### src/rtl/seven_seg_pkg.sv
`default_nettype none
// ---------------------------------------------------------------------------
// seven_seg_pkg : scan state encoding and active-low segment codes
// Revision 1.0
// ---------------------------------------------------------------------------
package seven_seg_pkg;

  typedef enum logic [0:0] {
    ST_BLANK = 1'b0,
    ST_DRIVE = 1'b1
  } scan_state_t;

  localparam logic [6:0] c_SEG_OFF = 7'h7F;
  // Level of a single anode when it is switched off (anodes are active low)
  localparam logic       c_AN_OFF  = 1'b1;

  // Cathode codes {g,f,e,d,c,b,a}, active low, indexed by nibble value
  localparam logic [6:0] c_SEG_TABLE [16] = '{
    7'h40, 7'h79, 7'h24, 7'h30, 7'h19, 7'h12, 7'h02, 7'h78,
    7'h00, 7'h10, 7'h08, 7'h03, 7'h46, 7'h21, 7'h06, 7'h0E
  };

endpackage
`default_nettype wire

### src/rtl/seven_seg_scan_if.sv
`default_nettype none
// ---------------------------------------------------------------------------
// seven_seg_scan_if : display value load bus and live display controls
// Revision 1.0
// ---------------------------------------------------------------------------
interface seven_seg_scan_if #(
  parameter int NUM_DIGITS = 8
);
  import seven_seg_pkg::*;

  logic [4*NUM_DIGITS-1:0] disp_data;
  logic                    disp_load;
  logic [NUM_DIGITS-1:0]   digit_en;
  logic                    lzb_en;

  modport master (
    output disp_data,
    output disp_load,
    output digit_en,
    output lzb_en
  );

  modport slave (
    input  disp_data,
    input  disp_load,
    input  digit_en,
    input  lzb_en
  );

endinterface
`default_nettype wire

### src/rtl/hex_to_seg7.sv
`default_nettype none
// ---------------------------------------------------------------------------
// hex_to_seg7 : combinational nibble to active-low seven-segment code
// Revision 1.0
// ---------------------------------------------------------------------------
module hex_to_seg7
  import seven_seg_pkg::*;
(
  input  logic [3:0] i_nibble,
  output logic [6:0] o_seg
);

  assign o_seg = c_SEG_TABLE[i_nibble];

endmodule
`default_nettype wire

### src/rtl/seven_seg_scan.sv
`default_nettype none
// ---------------------------------------------------------------------------
// seven_seg_scan : time-multiplexed multi-digit seven-segment scanner with
//                  frame-aligned double-buffered display value
// Revision 1.0
// ---------------------------------------------------------------------------
module seven_seg_scan
  import seven_seg_pkg::*;
#(
  parameter int SCAN_DIV   = 3,
  parameter int NUM_DIGITS = 8
) (
  input  logic                  clk,
  input  logic                  rst_n,
  seven_seg_scan_if.slave       bus,
  output logic [NUM_DIGITS-1:0] o_seven_seg_an,
  output logic [6:0]            o_seven_seg_cat,
  output logic                  o_frame_done
);

  localparam int IDX_W  = (NUM_DIGITS > 1) ? $clog2(NUM_DIGITS) : 1;
  localparam int CNT_W  = (SCAN_DIV > 1) ? $clog2(SCAN_DIV) : 1;
  localparam int DATA_W = 4 * NUM_DIGITS;

  localparam logic [IDX_W-1:0]      c_IDX_LAST   = IDX_W'(NUM_DIGITS - 1);
  localparam logic [CNT_W-1:0]      c_CNT_LAST   = CNT_W'(SCAN_DIV - 1);
  localparam logic [NUM_DIGITS-1:0] c_AN_ALL_OFF = {NUM_DIGITS{c_AN_OFF}};

  scan_state_t            r_state;
  scan_state_t            w_state_nxt;
  logic [CNT_W-1:0]       r_cnt;
  logic [CNT_W-1:0]       w_cnt_nxt;
  logic [IDX_W-1:0]       r_idx;
  logic [IDX_W-1:0]       w_idx_nxt;
  logic [DATA_W-1:0]      r_disp;
  logic [DATA_W-1:0]      r_shadow;
  logic                   r_pending;
  logic [NUM_DIGITS-1:0]  r_an;
  logic [NUM_DIGITS-1:0]  w_an_nxt;
  logic [6:0]             r_cat;
  logic [6:0]             w_cat_nxt;
  logic                   r_frame_done;
  logic                   w_frame_end;
  logic [NUM_DIGITS-1:0]  w_upper_zero;
  logic                   w_visible;
  logic [3:0]             w_nibble;
  logic [6:0]             w_seg;

  // w_upper_zero[i] is set when nibbles i..NUM_DIGITS-1 of the shown value are all zero
  generate
    for (genvar i = 0; i < NUM_DIGITS; i++) begin : g_upper_zero
      assign w_upper_zero[i] = ~|r_disp[DATA_W-1:4*i];
    end
  endgenerate

  always_comb begin
    w_nibble = 4'h0;
    for (int i = 0; i < NUM_DIGITS; i++) begin
      if (r_idx == IDX_W'(i)) begin
        w_nibble = r_disp[4*i +: 4];
      end
    end
  end

  hex_to_seg7 u_hex_to_seg7 (
    .i_nibble (w_nibble),
    .o_seg    (w_seg)
  );

  // Digit 0 is exempt from leading-zero blanking so a zero value still shows "0"
  assign w_visible = bus.digit_en[r_idx] &&
                     !(bus.lzb_en && (r_idx != '0) && w_upper_zero[r_idx]);

  always_comb begin
    w_state_nxt = r_state;
    w_cnt_nxt   = r_cnt;
    w_idx_nxt   = r_idx;
    w_frame_end = 1'b0;
    w_an_nxt    = c_AN_ALL_OFF;
    w_cat_nxt   = c_SEG_OFF;
    case (r_state)
      ST_BLANK: begin
        w_state_nxt = ST_DRIVE;
        w_cnt_nxt   = '0;
      end
      ST_DRIVE: begin
        if (w_visible) begin
          w_an_nxt  = ~(NUM_DIGITS'(1) << r_idx);
          w_cat_nxt = w_seg;
        end
        if (r_cnt == c_CNT_LAST) begin
          w_state_nxt = ST_BLANK;
          w_cnt_nxt   = '0;
          w_frame_end = (r_idx == c_IDX_LAST);
          w_idx_nxt   = (r_idx == c_IDX_LAST) ? '0 : r_idx + 1'b1;
        end else begin
          w_cnt_nxt = r_cnt + 1'b1;
        end
      end
      default: begin
        w_state_nxt = ST_BLANK;
      end
    endcase
  end

  always_ff @(posedge clk or negedge rst_n) begin
    if (!rst_n) begin
      r_state      <= ST_BLANK;
      r_cnt        <= '0;
      r_idx        <= '0;
      r_an         <= c_AN_ALL_OFF;
      r_cat        <= c_SEG_OFF;
      r_frame_done <= 1'b0;
    end else begin
      r_state      <= w_state_nxt;
      r_cnt        <= w_cnt_nxt;
      r_idx        <= w_idx_nxt;
      r_an         <= w_an_nxt;
      r_cat        <= w_cat_nxt;
      r_frame_done <= w_frame_end;
    end
  end

  // A load coinciding with the commit edge lands in the shadow and stays pending,
  // while the commit itself takes the previous shadow contents.
  always_ff @(posedge clk or negedge rst_n) begin
    if (!rst_n) begin
      r_disp    <= '0;
      r_shadow  <= '0;
      r_pending <= 1'b0;
    end else begin
      if (w_frame_end && r_pending) begin
        r_disp <= r_shadow;
      end
      if (bus.disp_load) begin
        r_shadow  <= bus.disp_data;
        r_pending <= 1'b1;
      end else if (w_frame_end) begin
        r_pending <= 1'b0;
      end
    end
  end

  assign o_seven_seg_an  = r_an;
  assign o_seven_seg_cat = r_cat;
  assign o_frame_done    = r_frame_done;

endmodule
`default_nettype wire

### src/flat_wrapper.sv
// flat-port wrapper written by rule: the top's interface ports become plain ports
module seven_seg_scan_flat import seven_seg_pkg::*;
#(
  parameter int SCAN_DIV   = 3,
  parameter int NUM_DIGITS = 8
)
  (clk, rst_n, o_seven_seg_an, o_seven_seg_cat, o_frame_done, bus_disp_data, bus_disp_load, bus_digit_en, bus_lzb_en);
  seven_seg_scan_if #(.NUM_DIGITS(NUM_DIGITS)) bus_i ();
  input  logic clk;
  input  logic rst_n;
  output logic [NUM_DIGITS-1:0] o_seven_seg_an;
  output logic [6:0] o_seven_seg_cat;
  output logic o_frame_done;
  input wire logic [$bits(bus_i.disp_data)-1:0] bus_disp_data;
  input wire logic [$bits(bus_i.disp_load)-1:0] bus_disp_load;
  input wire logic [$bits(bus_i.digit_en)-1:0] bus_digit_en;
  input wire logic [$bits(bus_i.lzb_en)-1:0] bus_lzb_en;
  assign bus_i.disp_data = bus_disp_data;
  assign bus_i.disp_load = bus_disp_load;
  assign bus_i.digit_en = bus_digit_en;
  assign bus_i.lzb_en = bus_lzb_en;
  seven_seg_scan #(.SCAN_DIV(SCAN_DIV), .NUM_DIGITS(NUM_DIGITS)) u_core (.clk(clk), .rst_n(rst_n), .bus(bus_i), .o_seven_seg_an(o_seven_seg_an), .o_seven_seg_cat(o_seven_seg_cat), .o_frame_done(o_frame_done));
endmodule
### config.mk
export PLATFORM = sky130hd
export DESIGN_NAME = seven_seg_scan_flat
export DESIGN_NICKNAME = d
export VERILOG_FILES = /design/src/rtl/seven_seg_pkg.sv /design/src/rtl/seven_seg_scan_if.sv /design/src/rtl/hex_to_seg7.sv /design/src/rtl/seven_seg_scan.sv /design/src/flat_wrapper.sv
export SDC_FILE = /design/constraint.sdc
export NUM_CORES = 1
export LEC_CHECK = 0
export ABC_AREA = 0
export ABC_CLOCK_PERIOD_IN_PS = 8700
export CELL_PAD_IN_SITES_DETAIL_PLACEMENT = 0
export CELL_PAD_IN_SITES_GLOBAL_PLACEMENT = 1
export CORE_MARGIN = 2
export CORE_UTILIZATION = 57
export CTS_BUF_LIST = sky130_fd_sc_hd__clkbuf_2
export DETAILED_ROUTE_END_ITERATION = 7
export DONT_BUFFER_PORTS = 1
export PLACE_DENSITY = 0.85
export SYNTH_ARGS = -nofsm -noshare
export SYNTH_HDL_FRONTEND = slang
export SYNTH_SLANG_ARGS = --single-unit
### constraint.sdc
create_clock -name clk -period 8.7 [get_ports clk]
set_clock_uncertainty 0.2 [all_clocks]
set_input_delay 1.74 -clock clk [delete_from_list [all_inputs] [get_ports clk]]
set_output_delay 1.74 -clock clk [all_outputs]
set_load 0.03 [all_outputs]
### Word-level counts from Yosys, hierarchy flattened

Memories as Yosys holds them, arrays and structs flattened.
Cells that the tools add are included.
W data, S select, Z words.

| storage, ports and cells | value |
|---|---|
| register bits after elaboration | 87 |
| latch bits | 0 |
| memory bits (writable) | 0 |
| ROM bits | 112 |
| input port bits | 44 |
| output and inout bits | 16 |
| logic and storage cells | 78 |
| memories | 1 |

| operators by class | value |
|---|---|
| add/sub/neg operators | 2 |
| $mul | 0 |
| div/mod/pow operators | 0 |
| order comparisons | 2 |
| equal/unequal tests | 8 |
| shift operators | 1 |
| muxes and demuxes | 27 |
| bitwise logic cells | 3 |
| reduce and logical (&&, ||, !) cells | 25 |

Memories:

| memory | words | bits a word | read ports | clocked after memory_dff | write ports | RTL line | source |
|---|---|---|---|---|---|---|---|
| (no name shown) | 16 | 7 | 1 | 0 | 0 | hex_to_seg7.sv:13 | `assign o_seg = c_SEG_TABLE[i_nibble];` |

Operators with widths:

| kind | number |
|---|---|
| $mux W4 | 8 |
| $reduce_or A32 Y1 | 1 |
| $mux W7 | 4 |
| $reduce_or A28 Y1 | 1 |
| $reduce_or A24 Y1 | 1 |
| $reduce_or A20 Y1 | 1 |
| $mux W8 | 2 |
| $reduce_or A16 Y1 | 1 |
| $eq A3 B3 Y1 const B | 4 |
| $reduce_or A12 Y1 | 1 |
| $logic_not A1 Y1 | 9 |
| $not A8 Y8 | 1 |
| $reduce_or A8 Y1 | 1 |
| $shl A1 B3 Y8 const A | 1 |
| $mux W1 | 7 |
| $bmux W1 S3 | 2 |
| $eq A3 B2 Y1 const B | 2 |
| $ge A5 B5 Y1 const B | 1 |
| $not A4 Y5 | 1 |
| $logic_and A1 B1 Y1 | 4 |
| $lt A3 B4 Y1 const B | 1 |
| $pmux W2 S2 | 1 |
| $reduce_or A4 Y1 | 1 |
| $add A3 B1 Y3 const B | 1 |
| other kinds (11) | 11 |

### Logic depth before layout (Yosys ltp)

| logic depth | value |
|---|---|
| depth after elaboration | 15 |
| gate-level depth with buffers | 15 |

### By module

Synthesis repeated with hierarchy kept, for this count alone.

| unflattened totals | value |
|---|---|
| cells, all modules | 316 |
| area total of the unflattened synthesis | 4042.6 µm² |

Modules (own cells, without submodules):

| module | instances | cells each | area each (µm²) | seq. area each (µm²) |
|---|---|---|---|---|
| seven_seg_scan | 1 | 283 | 3769.9 | 2195.9 |
| hex_to_seg7 | 1 | 33 | 272.8 | 0.0 |

### Worst setup path before layout

No wires, ideal clock.

| path | value |
|---|---|
| kind | input-to-reg |
| from | input port bus_lzb_en |
| to | register u_core.r_cat[4], in the netlist u_core.o_seven_seg_cat[4] |
| setup time | 0.081 ns |
| data arrival time | 2.915 ns |
| required time | 8.419 ns |
| path slack | 5.503 ns |
| stages | 5 |
| path buffers | 1 |
| cell sequence | or4b_1 > a2111oi_0 > a31oi_1 > buf_2 > o211ai_1 |

| on the way | value |
|---|---|
| word-level cells in the longest chain between the ends | 6 |

Ends and longest elaborated chain:

| element | RTL line | source |
|---|---|---|
| start: declaration | flat_wrapper.sv:17 | `input wire logic [$bits(bus_i.lzb_en)-1:0] bus_lzb_en;` |
| $logic_and A1 B1 Y1 (2 in series) | seven_seg_scan.sv:72 | `!(bus.lzb_en && (r_idx != '0) && w_upper_zero[r_idx]);` |
| $logic_not A1 Y1 | seven_seg_scan.sv:72 |  |
| $logic_and A1 B1 Y1 | seven_seg_scan.sv:71 | `assign w_visible = bus.digit_en[r_idx] &&` |
| $mux W7 | seven_seg_scan.sv:87 | `if (w_visible) begin` |
| $mux W7 | seven_seg_scan.sv:81 | `case (r_state)` |
| via u_core.w_cat_nxt[4] | seven_seg_scan.sv:41 | `logic [6:0] w_cat_nxt;` |
| end signal: assignment | seven_seg_scan.sv:112 | `r_cat <= c_SEG_OFF;` |
| end signal: assignment | seven_seg_scan.sv:119 | `r_cat <= w_cat_nxt;` |
| end: declaration | seven_seg_scan.sv:40 | `logic [6:0] r_cat;` |

The timed path passes the listed nets, and every way through them passes these cells.
A chain may end at the register's enable or synchronous reset.

### Worst setup path after layout

| path | value |
|---|---|
| from | register u_core.r_idx[2] |
| to | register u_core.r_cat[1], in the netlist u_core.o_seven_seg_cat[1] |

| on the way | value |
|---|---|
| word-level cells in the longest chain between the ends | 15 |

Ends and longest elaborated chain:

| element | RTL line | source |
|---|---|---|
| start: declaration | seven_seg_scan.sv:33 | `logic [IDX_W-1:0] r_idx;` |
| start signal: assignment | seven_seg_scan.sv:117 | `r_idx <= w_idx_nxt;` |
| $logic_not A3 Y1 | seven_seg_scan.sv:59 | `if (r_idx == IDX_W'(i)) begin` |
| $mux W4 (8 in series) | seven_seg_scan.sv:59 |  |
| $not A4 Y5 (implied by the code) | hex_to_seg7.sv:13 |  |
| $mem_v2 Z16 W7 | - |  |
| $mux W7 (implied by the code) (2 in series) | hex_to_seg7.sv:13 |  |
| $mux W7 * | seven_seg_scan.sv:87 |  |
| $mux W7 * | seven_seg_scan.sv:81 |  |
| via u_core.w_cat_nxt[1] | seven_seg_scan.sv:41 |  |

The timed path passes the listed nets; every way through them passes the cells marked *. The select of a mux whose other input is x is not followed.

==> impl_metrics.json <==
{
  "status": "finished, final reports clean",
  "crit_chain": "inv_2, ha_1, nand2_1, a221oi_1, o21ai_0, a21oi_1, inv_1, ha_1, inv_1, mux2_1, o211ai_1",
  "wl_per_cell_um": 18.30,
  "htree_num_levels": 3,
  "antenna_found_initial": 0,
  "numPortBuffers": 0,
  "ant_nets": 0,
  "arrival_ns": 3.97,
  "synth_compound_area_share_pct": 9.755,
  "post-route-util_pct": 61.97,
  "end_kind": "flop",
  "post-route-period-util_pct": 42.31,
  "grt_pass1_vias": 2545,
  "syn_nets": 382,
  "final_hold_viol_count": 0,
  "cts_buffer_depth": 2,
  "area_growth_pct": 4.037,
  "timing.final.setup_violations": 0,
  "core_area_um2": 6869,
  "fin_nets": 376,
  "drive_above_1_share_pct": 31.69,
  "clk_latency_ns": 0.55,
  "grt_max_degree": 88,
  "die_h_um": 88.72,
  "root_buffer": "clkbuf_2",
  "stdcell_area_um2": 4257,
  "drc_errors": 0,
  "overflow": 0,
  "finalCriticalPeriod_ns": 3.681,
  "initial_core_util_pct": 59.56,
  "hp-class": "flop to flop",
  "fmax_mhz": 271.6,
  "synth_seq_cells": 87,
  "place_area_um2": 4120,
  "cts_num_sinks": 87,
  "maxCapViolations": 0,
  "clkTransAtPathRegs_ns": 0.21,
  "totalWireLength_um": 7704,
  "netlist_instances": 326,
  "slowest_stage": "dfrtp_1",
  "crit_family": "compound AO/OA/AOI/OAI gates",
  "slew_headroom_pct": 16.63,
  "final_cell_mix": "dfrtp_1 (72), mux2_2 (55), nand2_1 (19)",
  "syn-cell-area_um2": 4091,
  "synthXorXnorAreaFrac_pct": 0,
  "critPathKind": "flop to flop",
  "worst_pin_slew_ns": 1.245,
  "boundaryPins": 60,
  "cts_made_buffers": 9,
  "drv_slew": 0,
  "grt_first_pass_wirelength_um": 12860,
  "final.setup.tns_ns": 0,
  "die_w_um": 88.72,
  "muxShareOfSynthArea_pct": 19.97,
  "synthAdderAreaFrac_pct": 3.670,
  "leakagePower_nw": 1.763,
  "final_common_cell": "dfrtp_1",
  "num_vias": 2488,
  "syn_area_per_cell_um2": 12.55,
  "dp_hpwl_um": 5366,
  "yosysUniqueCellTypes": 55,
  "ctsResizeCount": 0,
  "hold_slack_ns": 0.2826,
  "synth-async-reset-ratio_pct": 100.0,
  "cp-start-kind": "flop",
  "rows": 30,
  "power_density_nw_per_um2": 176.9,
  "drtIter0Drc": 127,
  "synth-seq-area-share_pct": 53.67,
  "slowest_delay_ns": 0.68,
  "cts_tree": "yes",
  "synth_enable_flop_cells": 0,
  "via_per_inst": 5.910,
  "first_pass_iters": 4,
  "rsz0062_at_grt": "false",
  "cp_num_buf_inv": 3,
  "ys.flop_type": "dfrtp_1",
  "path_max_fanout": 19,
  "cp.required_ns": 8.98,
  "globalplace.congestion": 0.8494,
  "yosysWarnings": 0,
  "n_fill_cell": 551,
  "post_cts.repair.setup_buffers": 0,
  "grt_usage_pct": 21.68,
  "synth_simple_gate_area_share_pct": 9.235,
  "diodes": 0,
  "synth_top_family_by_area": "multiplexers",
  "postCtsHoldBufs": 0,
  "dieArea_um2": 7871,
  "ir_drop_uv": 108.7
}
cell usage after synthesis, types with 2 or more instances:
library cell | number | area share (%)
o21ai_1 | 5 | 0.61
o211ai_1 | 3 | 0.55
nor3b_1 | 2 | 0.37
o22ai_1 | 2 | 0.31
buf_6 | 2 | 0.55
nand3_1 | 12 | 1.5
a21oi_1 | 8 | 0.98
a21oi_2 | 2 | 0.43
mux2_1 | 10 | 2.8
inv_1 | 12 | 1.1
inv_2 | 2 | 0.18
o311ai_1 | 2 | 0.43
dfrtp_1 | 72 | 44
mux2_2 | 55 | 15
nand2b_1 | 3 | 0.46
buf_2 | 10 | 1.2
dfstp_2 | 15 | 9.6
nor2_1 | 13 | 1.2
o2111ai_1 | 2 | 0.43
or3_1 | 2 | 0.31
ha_1 | 12 | 3.7
clkbuf_1 | 5 | 0.46
mux4_2 | 2 | 1.1
nand2_1 | 19 | 1.7
o221ai_1 | 3 | 0.64
and3b_1 | 2 | 0.43
a221oi_1 | 5 | 1.1
o21ai_0 | 8 | 0.98
or2_2 | 3 | 0.46
mux2i_1 | 4 | 0.98
nor4_1 | 5 | 0.76
power breakdown:
group          total [mW]  switching, mW  internal, mW
combinational      0.0652         0.0269        0.0383
sequential          0.458         0.0228         0.436
clock               0.230          0.132        0.0979
total               0.753          0.181         0.572
state kept, by name, summed over array words and instances, names as in the netlist:
signal	cells
u_core.r_disp	32
u_core.r_shadow	32
u_core.o_frame_done	1
u_core.o_seven_seg_an	8
u_core.r_cnt	2
u_core.r_pending	1
u_core.r_state	1
u_core.r_idx	3
u_core.o_seven_seg_cat	7
path summary, 6_finish.rpt:
check                                            start  slack [ns]  cells past startpoint                             endpoint
max reg2reg                u_core.r_idx[2]$_DFFE_PN0P_        5.02                     11  u_core.o_seven_seg_cat[1]$_DFF_PN1_
min in group asynchronous                        rst_n        0.64                      0      u_core.r_shadow[16]$_DFFE_PN0P_
min reg2reg                  u_core.r_cnt[1]$_DFF_PN0_        0.28                      1            u_core.r_cnt[0]$_DFF_PN0_
max in group asynchronous                        rst_n        7.46                      0   u_core.o_seven_seg_an[0]$_DFF_PN1_
min                          u_core.r_cnt[1]$_DFF_PN0_        0.28                      1            u_core.r_cnt[0]$_DFF_PN0_
max                        u_core.r_idx[2]$_DFFE_PN0P_        5.02                     11  u_core.o_seven_seg_cat[1]$_DFF_PN1_
per-layer routing:
metal  global-route usage (%)  wire length, µm  vias to the layer above
met5                        0                0                        -
met3                    3.731              402                       11
met1                    31.53             3616                     1234
met4                    8.678              119                        0
met2                    32.43             3565                       74
li1                         -                -                     1169
cell type report:
cell class              count  area, µm²  area share, %
clock buffers              11      55.05          1.293
clock inverters             5      81.33          1.911
inverters                  14      52.55          1.235
multi-input cells         207       1744          40.98
flip-flops and latches     87       2196          51.59
well taps                  96      120.1          2.822
repair buffers              1      7.507         0.1764
per-stage QoR:
step | setup WS, ns | std cells | power, mW
2_1_floorplan | 5.503 | 326 | 0.5156
6_report | 5.019 | 421 | 0.7532
3_5_place_dp | 4.983 | 405 | 0.5313
3_3_place_gp | 4.924 | 405 | 0.5275
4_1_cts | 5.051 | 421 | 0.7616
5_1_grt | 4.714 | 421 | 0.7922
kinds of logic (layout without fill, tap and decap cells):
kind of cell / count (synthesis) / in the layout
flops: 87 / 87
mux: 71 / 71
simple gates: 70 / 70
compound gates: 54 / 54
buf+inv: 32 / 31
fa+ha+maj: 12 / 12
worst register-to-register path, delay by kind of cell, from the launching register on:
family          cells  cell delay [ns]
flops               1             0.68
simple gates        1             0.14
fa+ha+maj           2             0.80
mux                 1             0.28
compound gates      4             1.06
buf+inv             3             0.48
Note: power is estimated with default switching activity, not from simulation.
